==> src/rtl/mux2_share_arb_pkg.sv <==
// Shared types and defaults for the two-requester packet arbiter.
// MUX2_SHARE_ARB_PARITY_EN (default: undefined) adds the per-packet even-parity check.
package mux2_share_arb_pkg;

  typedef enum logic {
    ST_IDLE = 1'b0,
    ST_XFER = 1'b1
  } state_t;

  localparam int DW_DEFAULT = 8;

  // Sole requester wins outright; on a tie the favoured requester wins.
  function automatic logic pick_winner(input logic [1:0] valid, input logic prio);
    return (valid == 2'b11) ? prio : valid[1];
  endfunction

endpackage

==> src/rtl/mux2_share_arb_par_acc.sv <==
// Per-packet XOR-reduce accumulator; err pulses one cycle after a finishing beat
// whose packet carried an odd number of 1s.
module mux2_share_arb_par_acc #(
  parameter int DW = 8
) (
  input  logic          clk,
  input  logic          rst,
  input  logic          clr,
  input  logic          en,
  input  logic          fin,
  input  logic [DW-1:0] data,
  output logic          err
);

  logic acc;
  logic beat_par;

  assign beat_par = ^data;

  always_ff @(posedge clk or posedge rst) begin
    if (rst) begin
      acc <= 1'b0;
      err <= 1'b0;
    end else begin
      err <= en & fin & (acc ^ beat_par);
      if (clr) begin
        acc <= 1'b0;
      end else if (en) begin
        acc <= acc ^ beat_par;
      end
    end
  end

endmodule

==> src/rtl/mux2_share_arb.sv <==
// Round-robin owner of a shared 2:1 data mux, grant held for a whole packet.
// Define MUX2_SHARE_ARB_PARITY_EN to enable the even-parity check on par_err.
module mux2_share_arb
  import mux2_share_arb_pkg::*;
#(
  parameter int DW = DW_DEFAULT
) (
  input  logic          clk,
  input  logic          rst,
  input  logic [1:0]    req_valid,
  input  logic [1:0]    req_last,
  input  logic [DW-1:0] req_data0,
  input  logic [DW-1:0] req_data1,
  output logic [1:0]    req_ready,
  output logic          out_valid,
  input  logic          out_ready,
  output logic [DW-1:0] out_data,
  output logic          out_last,
  output logic          out_src,
  output logic          sel,
  output logic          busy,
  output logic          par_err
);

  state_t state;
  logic   owner;
  logic   prio;
  logic   hs;
  logic   hs_last;

  assign sel     = owner;
  assign out_src = owner;
  assign busy    = (state == ST_XFER);

  // Steering is purely combinational so an owned packet streams one beat per cycle.
  assign out_data  = sel ? req_data1 : req_data0;
  assign out_last  = sel ? req_last[1] : req_last[0];
  assign out_valid = busy & req_valid[owner];
  assign req_ready = busy ? (owner ? {out_ready, 1'b0} : {1'b0, out_ready}) : 2'b00;

  assign hs      = out_valid & out_ready;
  assign hs_last = hs & out_last;

  always_ff @(posedge clk or posedge rst) begin
    if (rst) begin
      state <= ST_IDLE;
      owner <= 1'b0;
      prio  <= 1'b0;
    end else begin
      case (state)
        ST_IDLE: begin
          if (|req_valid) begin
            state <= ST_XFER;
            owner <= pick_winner(req_valid, prio);
          end
        end
        ST_XFER: begin
          if (hs_last) begin
            state <= ST_IDLE;
            prio  <= ~owner;
          end
        end
        default: state <= ST_IDLE;
      endcase
    end
  end

`ifdef MUX2_SHARE_ARB_PARITY_EN
  logic grant;

  assign grant = (state == ST_IDLE) & (|req_valid);

  mux2_share_arb_par_acc #(
    .DW(DW)
  ) u_par_acc (
    .clk  (clk),
    .rst  (rst),
    .clr  (grant),
    .en   (hs),
    .fin  (out_last),
    .data (out_data),
    .err  (par_err)
  );
`else
  assign par_err = 1'b0;
`endif

endmodule

==> config.mk <==
export PLATFORM = sky130hd
export DESIGN_NAME = mux2_share_arb
export DESIGN_NICKNAME = d
export VERILOG_FILES = /design/src/rtl/mux2_share_arb_pkg.sv /design/src/rtl/mux2_share_arb_par_acc.sv /design/src/rtl/mux2_share_arb.sv
export SDC_FILE = /design/constraint.sdc
export NUM_CORES = 1
export LEC_CHECK = 0
export CORE_AREA = 2 2 39 41
export DETAILED_ROUTE_END_ITERATION = 8
export DIE_AREA = 0 0 41 43
export PLACE_DENSITY = 0.78
export SYNTH_ARGS = -nofsm -noshare
export SYNTH_HDL_FRONTEND = slang
export SYNTH_HIERARCHICAL = 1
export SYNTH_SLANG_ARGS = --single-unit
==> constraint.sdc <==
create_clock -name clk -period 2.3 [get_ports clk]
set_clock_uncertainty 0.2 [all_clocks]
set_input_delay 0.46 -clock clk [delete_from_list [all_inputs] [get_ports clk]]
set_output_delay 0.46 -clock clk [all_outputs]
set_load 0.01 [all_outputs]
# Word-level counts from Yosys, hierarchy flattened
# Index checks and enable logic that the tools add are counted.
classes:
  magnitude_cmp: 1
  eq_ne: 1
  n_mux: 10
  n_bitwise: 5
  n_reduce_logical: 3
op_table:
  columns: ["op", "count"]
  rows:
  - ["8-bit 2-to-1 mux", 1]
  - ["1-bit 2-to-1 mux", 6]
  - ["2-bit 2-to-1 mux", 2]
  - ["2-bit AND reduction", 2]
  - ["1-bit bitwise AND", 3]
  - ["2-bit equality test, second input constant", 1]
  - ["1-bit by 2-bit < comparator with 1-bit output, second input constant", 1]
  - ["1-bit NOT", 2]
  - ["1-bit case mux with 2 select lines", 1]
  - ["2-bit OR reduction", 1]
totals:
  ff_bits: 3
  inputBits: 23
  out_inout_bits: 16

# Logic depth before layout (Yosys ltp)
logic_depth:
  depth_word: 7
  ltp_mapped: 3
  ltp_nobuf: 3

# Worst setup path after synthesis
# Ideal clock, no wire load.
synth_path:
  kind: "reg2out"
  from: "register owner, in the netlist out_src"
  to: "output out_data[0]"
  arrival_time_ns: 1.034
  required_time_ns: 1.640
  path_slack_ns: 0.606
  path_stages_with_launch: 3
  path_buffers: 1
  path_cell_list: "dfrtp_1 buf_4 mux2_2"
synth_via:
  elab_chain_len: 1
synth_lines:
  columns: ["element", "line", "source"]
  rows:
  - ["start, declared", "mux2_share_arb.sv:26", "logic owner;"]
  - ["start signal, assigned", "mux2_share_arb.sv:54", "owner <= pick_winner(req_valid, prio);"]
  - ["8-bit 2-to-1 mux", "mux2_share_arb.sv:36", "assign out_data = sel ? req_data1 : req_data0;"]
  - ["end, declared", "mux2_share_arb.sv:17", "output logic [DW-1:0] out_data,"]
# Every way passes these cells.

# Worst setup path after layout
layout_path:
  from: "input req_data1[5]"
  to: "output out_data[5]"
layout_via:
  elab_chain_len: 1
layout_lines:
  columns: ["element", "line", "source"]
  rows:
  - ["start, declared", "mux2_share_arb.sv:13", "input logic [DW-1:0] req_data1,"]
  - ["8-bit 2-to-1 mux", "mux2_share_arb.sv:36", null]
# Every way passes these cells.

==> impl_metrics.py <==
metrics = {
    "finish": {
        "fill_cells": 132,
        "final_common_cell": "clkdlybuf4s50_1",
        "drive_above_1_share_pct": 31.2,
        "final_cell_mix": "clkdlybuf4s50_1 (33), buf_4 (9), mux2_2 (8), clkbuf_4 (3), dlygate4sd2_1 (3)",
        "syn2layout_area_growth_pct": 161,
        "final_util_pct": 54.1,
        "fin_nets": 101,
        "antenna_cells": 0,
        "seqCellArea_um2": 76.3,
        "finalNonFillerCells": 93,
        "multiInputGateArea_um2": 181,
    },
    "clocking": {
        "cts_buffers": 3,
        "cts-root-buf": "clkbuf_4",
        "h-tree-depth": 1,
        "cts_tree": "yes",
        "clock_latency_ns": 0.23,
        "cts_sinks": 3,
        "path_clk_slew_ns": 0.04,
        "cts_buffer_depth": 2,
        "holdBufCountCts": 0,
    },
    "run": {
        "drv_cap": 0,
    },
    "timing": {
        "finalCriticalPeriod_ns": 2.26,
        "maxSlewViolCount": 0,
        "setup_slack_ns": 0.0440,
        "grt_setup_unrepaired": "false",
        "timing.final.crit_share_pct": 98.1,
        "max_freq_mhz": 443,
        "hold_viol": 0,
        "setup-violations-final": 0,
    },
    "routing": {
        "drt_iter0_drc": 4,
        "ant_nets": 0,
        "drc": 0,
        "dr.pass1.iters": 4,
        "wl_per_cell_um": 10.0,
        "drt-total-wl_um": 930,
        "vias_per_cell": 4.43,
        "vias": 412,
    },
    "global_routing": {
        "grt_first_pass_wirelength_mm": 1.57,
        "track_usage_pct": 12.9,
        "grt_max_degree": 13,
        "grt_overflow": 0,
        "antenna_found_initial": 0,
        "grt_pass1_vias": 417,
    },
    "die": {
        "design.core.area_mm2": 0.00138,
        "rows": 14,
        "start_util_pct": 20.7,
        "ioPinCount": 39,
        "die_h_um": 43,
        "die_area_mm2": 0.00176,
        "die_width_um": 41,
    },
    "logic_synthesis": {
        "syn_nets": 53,
        "post_synth_num_cell_types": 16,
        "syn_area_um2": 287,
        "syn_avg_cell_area_um2": 9.55,
        "yosys.area.top_type_share_pct": 31.4,
        "ys_ff_latch": 3,
        "yosysSeqAreaShare_pct": 26.2,
        "synthTopCellsByArea": "mux2_2 (31%), dfrtp_1 (26%), buf_4 (7.9%), mux2_4 (5.2%), a31oi_1 (4.4%)",
        "syn_inst": 30,
        "yosysTopAreaCell": "mux2_2",
        "synth_warnings": 6,
    },
    "setup_path": {
        "slowest_delay_ns": 0.48,
        "critPathLaunchType": "input pin",
        "arrival_ns": 1.60,
        "cp_num_buf_inv": 2,
        "path_max_fanout": 1,
        "cp.required_ns": 1.64,
        "cpMostUsedCell": "clkdlybuf4s50_1",
        "crit_type": "input pin to primary output",
        "cp_slowest_cell": "clkdlybuf4s50_1",
        "crit_family": "buffers and inverters",
        "reg2regPathDepth": 4,
        "crit_chain": "clkdlybuf4s50_1 > mux2_2 > clkdlybuf4s50_1",
        "cp-end-kind": "primary output",
        "crit_cells": 3,
    },
    "pwr": {
        "power_density_mw_per_mm2": 891,
        "ir_drop_v": 0.000403,
        "p_clk_share_pct": 13.8,
        "internal_power_mw": 0.450,
        "pwr-share-seq_pct": 17.8,
        "p_leak_nw": 0.339,
        "p_switching_mw": 0.217,
        "switching_share_pct": 32.5,
        "p_comb_share_pct": 68.4,
    },
    "placement": {
        "dp_slack_ns": -0.0797,
        "hpwl_um": 767,
        "dp.cells": 87,
        "io_buffers": 37,
        "gp_congestion": 0.637,
    },
    "status": {
        "status": "completed",
    },
    "hold_path": {
        "hp-class": "input pin to async pin",
    },
}
==> worst reg2reg max path, stage by stage, from the launching register on <==
cell and delay (ns):
dfrtp_2 0.49, buf_4 0.17, mux2_4 0.30, buf_4 0.14, a32o_1 0.23
==> stage by stage <==
| stage | power (mW) | hold WS (ns) | setup TNS, ns | instance area (um^2) |
|---|---|---|---|---|
| after floorplan | 0.321 | 0.0136 | 0 | 287 |
| after global placement | 0.564 | 0.292 | -0.109 | 707 |
| after detailed placement | 0.568 | 0.281 | -0.185 | 707 |
| after CTS | 0.669 | 0.183 | 0 | 738 |
| after global routing | 0.720 | 0.219 | 0 | 748 |
| final | 0.667 | 0.188 | 0 | 748 |
==> power by group through the flow <==
stage / clock network, mW / logic (mW) / registers, mW
detailed placement: 0 / 0.437 / 0.131
CTS: 0.0957 / 0.448 / 0.125
finish: 0.0917 / 0.456 / 0.119
global placement: 0 / 0.433 / 0.131
global route: 0.103 / 0.492 / 0.125
floorplan: 0 / 0.217 / 0.104
==> state kept, by name (all words and copies together), names as in the netlist <==
signal	count
out_src	1
busy	1
prio	1
==> metal layers <==
layer / vias to the layer above / global-route usage (%) / share of wire, %
met1: 185 / 10.9 / 34
met2: 25 / 24.4 / 55
li1: 198 / - / -
met3: 4 / 2.62 / 8.2
met4: 0 / 7.33 / 3.1
met5: - / 0 / 0
==> Yosys cell counts <==
library cell,count
nor2_2,1
mux2_2,8
buf_4,3
nor2_1,1
a31oi_1,2
a32o_1,1
mux2i_1,1
nand2_1,2
inv_1,2
mux2_4,1
conb_1,1
nand3_1,1
and3_2,1
a21oi_1,1
nor3_1,1
dfrtp_1,3
==> final cells by class <==
class                      instances  share of cell area [%]
sequential                         3                    10.2
inverter                           2                    1.00
clock buffer                       4                    3.51
tap                               16                    2.68
timing repair buffer              46                    58.4
multi-input combinational         22                    24.2
==> cell families after synthesis <==
logic type | Yosys count | share of synthesized area, %
multiplexers | 10 | 40.2
AND/OR/NAND/NOR | 7 | 12.2
buffers and inverters | 5 | 10.5
AO/OA/AOI/OAI | 4 | 9.60
flip-flops | 3 | 26.2
other | 1 | 1.31
==> path summary, 6_finish.rpt <==
kind,start,endpoint,slack (ns)
setup / recovery,req_data1[5],out_data[5],0.04
hold reg to reg,prio$_DFFE_PP0P_,prio$_DFFE_PP0P_,0.29
max in group asynchronous,rst,out_src$_DFFE_PP0P_,1.57
setup reg to reg,out_src$_DFFE_PP0P_,prio$_DFFE_PP0P_,0.67
hold / removal,rst,out_src$_DFFE_PP0P_,0.19
min in group clk,prio$_DFFE_PP0P_,prio$_DFFE_PP0P_,0.29
==> repair_timing <==
item / 4_1_cts / 5_1_grt
cloned: 0 / 0
resized for setup: 4 / 1
setup endpoints to repair: 14 / 6
buffers inserted: 1 / 1
No activity file was read; power rests on OpenSTA's default activity.
